**src/rtl/acc_resp_unit.sv**
```systemverilog
// Reference accelerator on the offload Q/P channel pair: single-cycle ADD/XOR and
// iterative shift-add MUL/MAC, one outstanding request, response held until taken.
module acc_resp_unit #(
    parameter int unsigned DataWidth = 32,
    parameter int unsigned IdWidth   = 4,
    parameter logic [6:0]  Opcode    = 7'b0001011
) (
    input  logic                 clk_i,
    input  logic                 rst_ni,
    input  logic [31:0]          q_data_op,
    input  logic [DataWidth-1:0] q_data_arga,
    input  logic [DataWidth-1:0] q_data_argb,
    input  logic [DataWidth-1:0] q_data_argc,
    input  logic [IdWidth-1:0]   q_id,
    input  logic                 q_valid,
    output logic                 q_ready,
    output logic [DataWidth-1:0] p_data,
    output logic [IdWidth-1:0]   p_id,
    output logic                 p_error,
    output logic                 p_valid,
    input  logic                 p_ready
);

    localparam int unsigned CntWidth = $clog2(DataWidth + 1);

    typedef enum logic [1:0] {StIdle, StBusy, StResp} state_e;

    state_e                 state_q, state_d;
    logic [DataWidth-1:0]   mcand_q, mcand_d;
    logic [DataWidth-1:0]   mplier_q, mplier_d;
    logic [DataWidth-1:0]   acc_q, acc_d;
    logic [DataWidth-1:0]   argc_q, argc_d;
    logic [CntWidth-1:0]    cnt_q, cnt_d;
    logic                   is_mac_q, is_mac_d;
    logic [DataWidth-1:0]   p_data_q, p_data_d;
    logic [IdWidth-1:0]     p_id_q, p_id_d;
    logic                   p_error_q, p_error_d;

    logic [2:0]             funct3;
    logic [DataWidth-1:0]   acc_sum;
    logic [CntWidth-1:0]    cnt_dec;
    logic                   unused_op;

    // Register/immediate fields are irrelevant to this unit.
    assign unused_op = ^{q_data_op[31:15], q_data_op[11:7]};
    assign funct3    = q_data_op[14:12];
    assign acc_sum   = mplier_q[0] ? acc_q + mcand_q : acc_q;
    assign cnt_dec   = cnt_q - CntWidth'(1);

    assign q_ready = (state_q == StIdle);
    assign p_valid = (state_q == StResp);
    assign p_data  = p_data_q;
    assign p_id    = p_id_q;
    assign p_error = p_error_q;

    always_comb begin
        state_d   = state_q;
        mcand_d   = mcand_q;
        mplier_d  = mplier_q;
        acc_d     = acc_q;
        argc_d    = argc_q;
        cnt_d     = cnt_q;
        is_mac_d  = is_mac_q;
        p_data_d  = p_data_q;
        p_id_d    = p_id_q;
        p_error_d = p_error_q;

        unique case (state_q)
            StIdle: begin
                if (q_valid) begin
                    p_id_d    = q_id;
                    mcand_d   = q_data_arga;
                    mplier_d  = q_data_argb;
                    argc_d    = q_data_argc;
                    p_error_d = 1'b0;
                    state_d   = StResp;
                    if (q_data_op[6:0] == Opcode) begin
                        case (funct3)
                            3'b000: p_data_d = q_data_arga + q_data_argb;
                            3'b011: p_data_d = q_data_arga ^ q_data_argb;
                            3'b001, 3'b010: begin
                                acc_d    = '0;
                                cnt_d    = CntWidth'(DataWidth);
                                is_mac_d = (funct3 == 3'b010);
                                state_d  = StBusy;
                            end
                            default: begin
                                p_data_d  = '0;
                                p_error_d = 1'b1;
                            end
                        endcase
                    end else begin
                        p_data_d  = '0;
                        p_error_d = 1'b1;
                    end
                end
            end
            StBusy: begin
                acc_d    = acc_sum;
                mcand_d  = mcand_q << 1;
                mplier_d = mplier_q >> 1;
                cnt_d    = cnt_dec;
                // The final iteration and the result write share one edge.
                if (cnt_dec == '0) begin
                    p_data_d = is_mac_q ? acc_sum + argc_q : acc_sum;
                    state_d  = StResp;
                end
            end
            StResp: begin
                if (p_ready) begin
                    p_error_d = 1'b0;
                    state_d   = StIdle;
                end
            end
            default: state_d = StIdle;
        endcase
    end

    always_ff @(posedge clk_i or negedge rst_ni) begin
        if (!rst_ni) begin
            state_q   <= StIdle;
            mcand_q   <= '0;
            mplier_q  <= '0;
            acc_q     <= '0;
            argc_q    <= '0;
            cnt_q     <= '0;
            is_mac_q  <= 1'b0;
            p_data_q  <= '0;
            p_id_q    <= '0;
            p_error_q <= 1'b0;
        end else begin
            state_q   <= state_d;
            mcand_q   <= mcand_d;
            mplier_q  <= mplier_d;
            acc_q     <= acc_d;
            argc_q    <= argc_d;
            cnt_q     <= cnt_d;
            is_mac_q  <= is_mac_d;
            p_data_q  <= p_data_d;
            p_id_q    <= p_id_d;
            p_error_q <= p_error_d;
        end
    end

endmodule

```
**config.mk**
```make
export PLATFORM = sky130hd
export DESIGN_NAME = acc_resp_unit
export DESIGN_NICKNAME = d
export VERILOG_FILES = /design/src/rtl/acc_resp_unit.sv
export SDC_FILE = /design/constraint.sdc
export NUM_CORES = 1
export LEC_CHECK = 0
export BUFFER_PORTS_ARGS = -buffer_cell sky130_fd_sc_hd__buf_2
export CAP_MARGIN = 25
export CORE_MARGIN = 2
export CORE_UTILIZATION = 32
export CTS_CLUSTER_SIZE = 12
export DETAILED_ROUTE_END_ITERATION = 10
export PLACE_DENSITY = 0.58
export SLEW_MARGIN = 20
export SYNTH_ARGS = -nofsm -noshare
export SYNTH_HDL_FRONTEND = slang
export SYNTH_SLANG_ARGS = --single-unit
```
**constraint.sdc**
```tcl
create_clock -name clk_i -period 5.5 [get_ports clk_i]
set_input_delay 0.55 -clock clk_i [delete_from_list [all_inputs] [get_ports clk_i]]
set_output_delay 0.55 -clock clk_i [all_outputs]
set_load 0.005 [all_outputs]
```
==> run summary, run 1 <==
* **warnings from Yosys** 0
* **antenna violation net count after detailed routing** 0
* **compound-cell area share of the yosys netlist** 0.254
* **Total GRT Usage** 0.210
* **starting utilization of the core area** 0.323
* **share of synthesized area occupied by flip-flops and latches** 0.322
* **floorplan core area** 41,900 um2
* **Placement Rows** 75
* **maximum achievable frequency** 195 MHz
* **# resized after CTS** 0
* **peak fanout along the critical path** 8
* **area fraction in and, or, nand and nor cells after synthesis** 0.183
* **Diodes inserted** 0
* **total of flip-flops plus latches after synthesis** 174
* **RSZ-0062 raised after global routing** false
* **synthesis-to-finish area growth** 14.2%
* **routed wire length** 44,900 um
* **worst skew pair latency** 0.50 ns
* **area fraction of the dominant cell type after synthesis** 0.322
* **placed standard-cell area** 14,800 um2
* **number of post-CTS setup repair buffers** 0
* **Die Footprint** 43,900 um2
* **CP Data Arrival Time** 5.50 ns
* **Post-Route Setup TNS** 0 ns
* **Longest Clk Path Bufs** 2
* **share of flip-flops with an asynchronous set or reset after synthesis** 1.00
* **kind of path behind the tightest hold check** in -> async
* **share of cell area taken by muxes after synthesis** 0.0695
* **total of hold buffers inserted after clock tree synthesis** 0
* **hold violation count in the final report** 0
* **clock slew seen by the registers of the worst setup and hold paths** 0.08 ns
* **number of flops mapped to enable cells by yosys** 0
* **required arrival time at the worst endpoint** 5.87 ns
* **clock tree root buffer cell** clkbuf_16
* **crit path launch type** register
* **synthesized netlist net count** 1,889
* **GPL Wtd Cong** 0.876
* **cts bufs inserted** 17
* **routed wirelength normalized by instance count** 19.5 um
* **post-route standard cell area excluding fillers** 15,500 um2
* **setup slack, reg-to-reg** 0.37 ns
* **Iteration-0 DRC Markers** 807
* **Via Count** 12.6k
* **DRC** 0
* **wire length of the first global-routing pass** 71,100 um
* **Post-Syn Area per Cell** 8.20 um2
* **die width** 210 um
* **library cell occupying the most area in the post-synthesis netlist** dfrtp_1
* **Gate Count Post-Synth** 1,650
* **largest clock skew in the final design** 0.0146 ns
* **highest-count cells in the layout ignoring fill and taps** nand2_1 (300), dfrtp_1 (174), buf_2 (151), a21oi_1 (135), o21ai_0 (135)
* **number of distinct standard cells referenced by the synthesized netlist** 79
* **number of pins exceeding their max-slew limit in the final report** 0
* **combinational family with the most area after synthesis** compound AO/OA/AOI/OAI gates
* **die extent in y** 210 um
* **leakage component of the power** 7.07 nW
* **buffers added on ports** 152
* **Overflow after GRT** 0
* **synthesized area** 13,500 um2
* **DR vias/cell** 5.45
* **number of detailed-routing iterations run before antenna repair** 5
* **Nets** 1,995
* **max cap viols** 0
* **transition at the pin with the smallest max-transition slack** 0.959 ns
* **clock sinks** 174
* **start-to-end type of the worst setup path** reg -> reg
* **total I/O pin count** 175
* **detailed placement HPWL** 34,500 um
* **Final setup viols** 0
* **cell area power density** 325 nW/um2
* **pin count of the biggest net entering global routing** 99
* **capturing element type of the critical path** register
* **Slew HR** 0.354
* **via count of the first global-routing pass** 12.3k
* **most frequent standard cell in the layout excluding fill and tap cells** nand2_1
* **clock tree from TritonCTS** done
* **area share of xor/xnor cells in the synthesized design** 0.0408
* **layout cells sized above 1** 0.133
* **main area contributors after synthesis** dfrtp_1 (32%), ha_1 (9.3%), nand2_1 (8.3%)
* **commonest register cell after synthesis** dfrtp_1
* **run status** completed
* **initial antenna violation count** 0
* **final worst path period share** 0.933
* **number of H-tree levels** 4
* **maximum vdd drop** 211 uV
* **post-route minimum period** 5.13 ns
* **share of synthesized cell area in full adder, half adder and majority cells** 0.0970
path summary, 6_finish.rpt:
check                           startpoint           end  cells past startpoint
worst max-delay path            mcand_q[0]    p_data[26]                     18
worst min-delay path                rst_ni  mplier_q[28]                      1
worst max register to register  mcand_q[0]    p_data[26]                     18
worst min register to register     p_id[1]       p_id[1]                      2
max in group asynchronous           rst_ni      cnt_q[2]                      2
min in group clk_i                 q_id[0]       p_id[0]                      3
state kept, by name, indices dropped and copies added (netlist names):
register  cells
mcand_q      32
p_error       1
state_q       2
argc_q       32
mplier_q     32
p_id          4
cnt_q         6
is_mac_q      1
p_data       32
acc_q        32
through the flow:
stage	cells	setup slack (ns)	power (mW)	hold slack, ns	utilization
after floorplan	1650	1.21	3.10	0.254	-
after global placement	2275	0.402	3.73	0.454	0.354
after detailed placement	2275	0.323	3.75	0.459	0.354
after CTS	2307	0.320	5.06	0.107	0.368
after global routing	2308	0.0137	5.40	0.141	0.369
final	2308	0.367	5.03	0.0805	0.369
power by group:
| part | internal [mW] | total, mW | switching (mW) |
|---|---|---|---|
| sequential | 1.46 | 1.63 | 0.171 |
| combinational | 0.825 | 2.12 | 1.29 |
| clock | 0.681 | 1.27 | 0.593 |
metal layers:
layer / GRT usage / share of wire
met1: 0.302 / 0.49
met2: 0.320 / 0.43
met3: 0.0329 / 0.053
met4: 0.0739 / 0.021
met5: 0 / 0
cell type report:
type / instances / area (um2)
Clock buffer: 20 / 437
Clock inverter: 12 / 150
Fill cell: 4385 / 26400
Inverter: 39 / 146
Multi-Input combinational cell: 1354 / 8740
Sequential cell: 174 / 4350
Tap cell: 539 / 674
Timing Repair Buffer: 170 / 950
kinds of logic after synthesis:
kind of cell    count (synthesis)
compound gates                544
xor+xnor                       63
fa+ha+maj                     103
buf+inv                       122
flops                         174
mux                            92
simple gates                  552
worst max-delay path: stages (launching register included):
cell and delay (ns):
dfrtp_1 0.41, ha_1 0.24, fa_1 0.41, a21oi_1 0.21, o21ai_1 0.13, a211oi_2 0.42, o31ai_1 0.24, o21a_1 0.26
a31oi_1 0.21, xnor2_1 0.14, mux2_2 0.31, ha_1 0.43, nand4_1 0.21, or3_1 0.40, nor3_1 0.33, nor2_1 0.11
xnor2_1 0.15, mux2i_1 0.28, o21ai_1 0.12
cells in the mapped netlist, types with 20 or more instances:
cell      instances
o21ai_1          32
a21oi_1         135
dfrtp_1         174
nand2_1         300
o21ai_0         135
a22o_1           20
nor3_1           28
xnor2_1          41
xor2_1           22
a31oi_1          22
a21o_1           51
clkbuf_1         69
ha_1            100
inv_1            38
mux2i_1          77
nand3_1          27
nor2_1           94
Note: power is estimated with default switching activity, not from simulation.
==> run 2: changes to the inputs <==
- PLACE_DENSITY: 0.58 -> 0.55
==> run summary, run 2 (synthesis results as in run 1) <==
* **number of H-tree levels** 4
* **worst reg2reg startpoint** mcand_q[0]
* **largest clock skew in the final design** 0.0134 ns
* **Slowest cell on crit path** dfrtp_1
* **worst skew pair latency** 0.50 ns
* **DR vias/cell** 5.42
* **maximum vdd drop** 212 uV
* **stage delay of the slowest cell on the critical path** 0.41 ns
* **cell area power density** 323 nW/um2
* **die width** 210 um
* **hold violation count in the final report** 0
* **sequential fraction of design power** 0.330
* **capturing element type of the critical path** register
* **Total GRT Usage** 0.209
* **Iteration-0 DRC Markers** 909
* **required arrival time at the worst endpoint** 5.87 ns
* **peak fanout along the critical path** 8
* **floorplan core area** 41,900 um2
* **layout cells sized above 1** 0.135
* **transition at the pin with the smallest max-transition slack** 1.06 ns
* **internal power** 2.91 mW
* **clock tree from TritonCTS** done
* **CP Data Arrival Time** 5.49 ns
* **start-to-end type of the worst setup path** reg -> reg
* **logic gate share of total power** 0.424
* **clock tree root buffer cell** clkbuf_16
* **sw frac** 0.414
* **capture point of the worst reg-to-reg path** p_data[26]
* **Switching Power** 2.06 mW
* **total of hold buffers inserted after clock tree synthesis** 0
* **worst-path cell chain** ha_1, fa_1, a21oi_1, o21ai_1, a211oi_2, buf_4, o31ai_1, o21a_1, a31oi_1, xnor2_1, mux2_2, ha_1, nand4_1, or3_1, nor3_1, nor2_1, xnor2_1, mux2i_1, o21ai_1
* **routed wire length** 45,000 um
* **kind of path behind the tightest hold check** in -> async
* **cts bufs inserted** 17
* **initial antenna violation count** 1
* **clock sinks** 174
* **routed wirelength normalized by instance count** 19.5 um
* **final worst path period share** 0.931
* **maximum achievable frequency** 195 MHz
* **crit path launch type** register
* **buffers added on ports** 152
* **depth of the worst register-to-register path** 19
* **Nets** 1,997
* **number of pins exceeding their max-slew limit in the final report** 0
* **number of detailed-routing iterations run before antenna repair** 5
* **DRC** 0
* **Placement Rows** 75
* **Via Count** 12.5k
* **total I/O pin count** 175
* **run status** completed
* **Post-Route Setup TNS** 0 ns
* **Die Footprint** 43,900 um2
* **most frequent standard cell in the layout excluding fill and tap cells** nand2_1
* **share of power burned in the clock network** 0.246
* **highest-count cells in the layout ignoring fill and taps** nand2_1 (300), dfrtp_1 (174), buf_2 (151), a21oi_1 (135), o21ai_0 (135)
* **Finished Core Util** 0.368
* **die extent in y** 210 um
* **via count of the first global-routing pass** 12.0k
* **Diodes inserted** 0
* **antenna violation net count after detailed routing** 0
* **GPL Wtd Cong** 0.900
* **max cap viols** 0
* **detailed placement HPWL** 34,200 um
* **starting utilization of the core area** 0.323
* **setup slack, reg-to-reg** 0.38 ns
* **Slew HR** 0.289
* **synthesis-to-finish area growth** 13.9%
* **wire length of the first global-routing pass** 70,300 um
* **Overflow after GRT** 0
* **Final setup viols** 0
* **Longest Clk Path Bufs** 2
* **leakage component of the power** 7.06 nW
* **clock slew seen by the registers of the worst setup and hold paths** 0.08 ns
* **post-route minimum period** 5.12 ns
* **RSZ-0062 raised after global routing** false
* **pin count of the biggest net entering global routing** 129
==> run 2: power by group through the flow <==
stage                     clock [mW]  sequential, mW  combinational [mW]
after floorplan                    0            1.58                1.52
after global placement             0            1.66                2.06
after detailed placement           0            1.66                2.09
after CTS                       1.28            1.64                2.10
after global routing            1.31            1.67                2.37
final                           1.22            1.64                2.11
==> run 2: how the worst max path moves through the flow <==
stage               start         end  slack [ns]  depth (start not counted)
3_3_place_gp   mcand_q[0]  p_data[27]        0.45                         20
5_1_grt        mcand_q[0]  p_data[29]        0.03                         20
4_1_cts        mcand_q[0]  p_data[27]        0.27                         20
3_5_place_dp   mcand_q[0]  p_data[27]        0.31                         20
6_report       mcand_q[0]  p_data[26]        0.38                         19
2_1_floorplan  mcand_q[0]  p_data[29]        1.21                         19
==> run 2: layout make-up <==
class,instances,area [um2]
Clock buffer,17,425
Inverter,39,146
Timing Repair Buffer,172,936
Sequential cell,174,4350
Fill cell,4382,26400
Clock inverter,13,131
Tap cell,539,674
Multi-Input combinational cell,1354,8740
==> run 2: worst max-delay path, delay by kind of cell, from the launching register on <==
family          cells  cell delay [ns]
simple gates        4             1.07
mux                 2             0.55
fa+ha+maj           3             1.06
flops               1             0.41
buf+inv             1             0.18
compound gates      7             1.41
xor+xnor            2             0.29
==> run 2: stage by stage <==
step / hold WS (ns) / cells / setup slack [ns] / power (mW) / instance area [um2]
CTS: 0.114 / 2307 / 0.271 / 5.01 / 15400
global placement: 0.456 / 2277 / 0.448 / 3.72 / 14800
global route: 0.150 / 2308 / 0.0306 / 5.35 / 15400
detailed placement: 0.463 / 2277 / 0.307 / 3.75 / 14800
floorplan: 0.254 / 1650 / 1.21 / 3.10 / 13500
finish: 0.106 / 2308 / 0.382 / 4.98 / 15400
==> run 2: timing repair <==
item / 4_1_cts / 5_1_grt
buffers inserted: 0 / 1
endpoints found under the setup margin: 0 / 3
resized for setup: 0 / 1
==> run 2: layer usage <==
metal  vias up  track usage  part of all wire
met5         -            0           0.00022
met4         2       0.0709             0.023
met3        54       0.0352             0.045
met2       286        0.314              0.43
met1      5933        0.304              0.50
li1       6232            -                 -
==> run 3: changes to the inputs <==
- RECOVER_POWER: not set -> 100
==> run summary, run 3 (synthesis results as in run 1) <==
* **run status** finished with violations
* **failing checks** capacitance limit, slew limit
* **share of power burned in the clock network** 0.246
* **sw frac** 0.415
* **CP Data Arrival Time** 5.55 ns
* **Total GRT Usage** 0.209
* **capturing element type of the critical path** register
* **floorplan core area** 41,900 um2
* **via count of the first global-routing pass** 12.0k
* **Nets** 1,997
* **Sequential cell area** 4350 um2
* **depth of the worst register-to-register path** 19
* **worst skew pair latency** 0.50 ns
* **start-to-end type of the worst setup path** reg -> reg
* **max cap viols** 5
* **sequential fraction of design power** 0.330
* **area of combinational cells with multiple inputs** 8720 um2
* **Slew HR** -1.91
* **capture point of the worst reg-to-reg path** p_data[26]
* **Switching Power** 2.07 mW
* **startpoint of the worst hold path** q_data_argc[14]
* **Overflow after GRT** 0
* **hold depth** 3
* **total I/O pin count** 175
* **peak fanout along the critical path** 8
* **cell area power density** 324 nW/um2
* **DRC** 0
* **Die Footprint** 43,900 um2
* **number of pins exceeding their max-slew limit in the final report** 232
* **transition at the pin with the smallest max-transition slack** 4.36 ns
* **buffers added on ports** 152
* **routed wirelength normalized by instance count** 19.6 um
* **clock tree root buffer cell** clkbuf_16
* **Placement Rows** 75
* **RSZ-0062 raised after global routing** false
* **setup slack, reg-to-reg** 0.32 ns
* **antenna violation net count after detailed routing** 0
* **pin count of the biggest net entering global routing** 129
* **routed wire length** 45,200 um
* **hold violation count in the final report** 0
* **Finished Core Util** 0.367
* **number of H-tree levels** 4
* **initial antenna violation count** 1
* **maximum vdd drop** 212 uV
* **crit path launch type** register
* **number of detailed-routing iterations run before antenna repair** 5
* **Iteration-0 DRC Markers** 928
* **clock tree from TritonCTS** done
* **die width** 210 um
* **required arrival time at the worst endpoint** 5.87 ns
* **DR vias/cell** 5.40
* **fill cell count** 4,404
* **GPL Wtd Cong** 0.900
* **most frequent standard cell in the layout excluding fill and tap cells** nand2_1
* **starting utilization of the core area** 0.323
* **Diodes inserted** 0
* **detailed placement HPWL** 34,200 um
* **layout cells sized above 1** 0.119
* **end point of the worst hold path** argc_q[14]
* **clock sinks** 174
* **kind of path behind the tightest hold check** in -> reg
* **highest-count cells in the layout ignoring fill and taps** nand2_1 (300), dfrtp_1 (174), o21ai_0 (152), a21oi_1 (135), buf_2 (135)
* **Longest Clk Path Bufs** 2
* **leakage component of the power** 6.97 nW
* **logic gate share of total power** 0.423
* **maximum achievable frequency** 193 MHz
* **clock slew seen by the registers of the worst setup and hold paths** 0.08 ns
* **largest clock skew in the final design** 0.0151 ns
* **total of hold buffers inserted after clock tree synthesis** 0
* **final worst path period share** 0.943
* **cts bufs inserted** 17
* **Via Count** 12.5k
* **internal power** 2.91 mW
* **wire length of the first global-routing pass** 70,300 um
* **die extent in y** 210 um
* **synthesis-to-finish area growth** 13.4%
* **Final setup viols** 0
* **worst reg2reg startpoint** mcand_q[0]
* **Post-Route Setup TNS** 0 ns
* **post-route minimum period** 5.18 ns
==> run 3: changes by cell type in the layout (fill, tap and decap cells not counted), sizes merged <==
cell,previous run,this run
clkbuf,18,41
buf,171,147
clkdlybuf4s25,0,1
==> run 3: layout make-up <==
type,count,area share
Inverter,39,0.00954
Clock buffer,17,0.0277
Sequential cell,174,0.284
Timing Repair Buffer,172,0.0581
Clock inverter,13,0.00856
Multi-Input combinational cell,1354,0.568
Tap cell,539,0.0440
==> run 3: per-stage QoR <==
step           instances  cell area (um2)  hold slack (ns)  setup WS [ns]  total power, mW
2_1_floorplan       1650            13500            0.254           1.21             3.10
3_3_place_gp        2277            14800            0.456          0.448             3.72
3_5_place_dp        2277            14800            0.463          0.307             3.75
4_1_cts             2307            15400            0.114          0.271             5.01
5_1_grt             2308            15300            0.225         0.0427             5.34
6_report            2308            15300            0.238          0.316             4.97
==> run 3: per-layer routing <==
layer | track usage | routed length [um] | vias up
li1 | - | - | 6228
met1 | 0.304 | 22700 | 5909
met2 | 0.314 | 19500 | 276
met3 | 0.0352 | 1950 | 55
met4 | 0.0709 | 1040 | 2
met5 | 0 | 10 | -
==> run 3: how the worst max path moves through the flow <==
stage	end	startpoint
4_1_cts	p_data[27]	mcand_q[0]
3_3_place_gp	p_data[27]	mcand_q[0]
6_report	p_data[26]	mcand_q[0]
5_1_grt	p_data[29]	mcand_q[0]
3_5_place_dp	p_data[27]	mcand_q[0]
2_1_floorplan	p_data[29]	mcand_q[0]
==> run 3: power groups by stage <==
stage | clock [mW] | sequential (mW) | combinational, mW
after CTS | 1.28 | 1.64 | 2.10
final | 1.22 | 1.64 | 2.11
after floorplan | 0 | 1.58 | 1.52
after global routing | 1.31 | 1.67 | 2.36
after global placement | 0 | 1.66 | 2.06
after detailed placement | 0 | 1.66 | 2.09
==> run 3: worst max-delay path, stage by stage (launching register included) <==
cell      delay, ns
dfrtp_1        0.41
ha_1           0.24
fa_1           0.41
a21oi_1        0.24
o21ai_1        0.15
a211oi_2       0.30
buf_4          0.18
o31ai_1        0.14
o21a_1         0.25
a31oi_1        0.23
xnor2_1        0.16
mux2_1         0.33
ha_1           0.42
nand4_1        0.20
or3_1          0.40
nor3_1         0.35
nor2_1         0.12
xnor2_1        0.14
mux2i_1        0.25
o21ai_0        0.13
==> run 3: timing repair <==
action | CTS | global route
resized for setup | 0 | 1
setup buffers | 0 | 1
endpoints found under the setup margin | 0 | 3
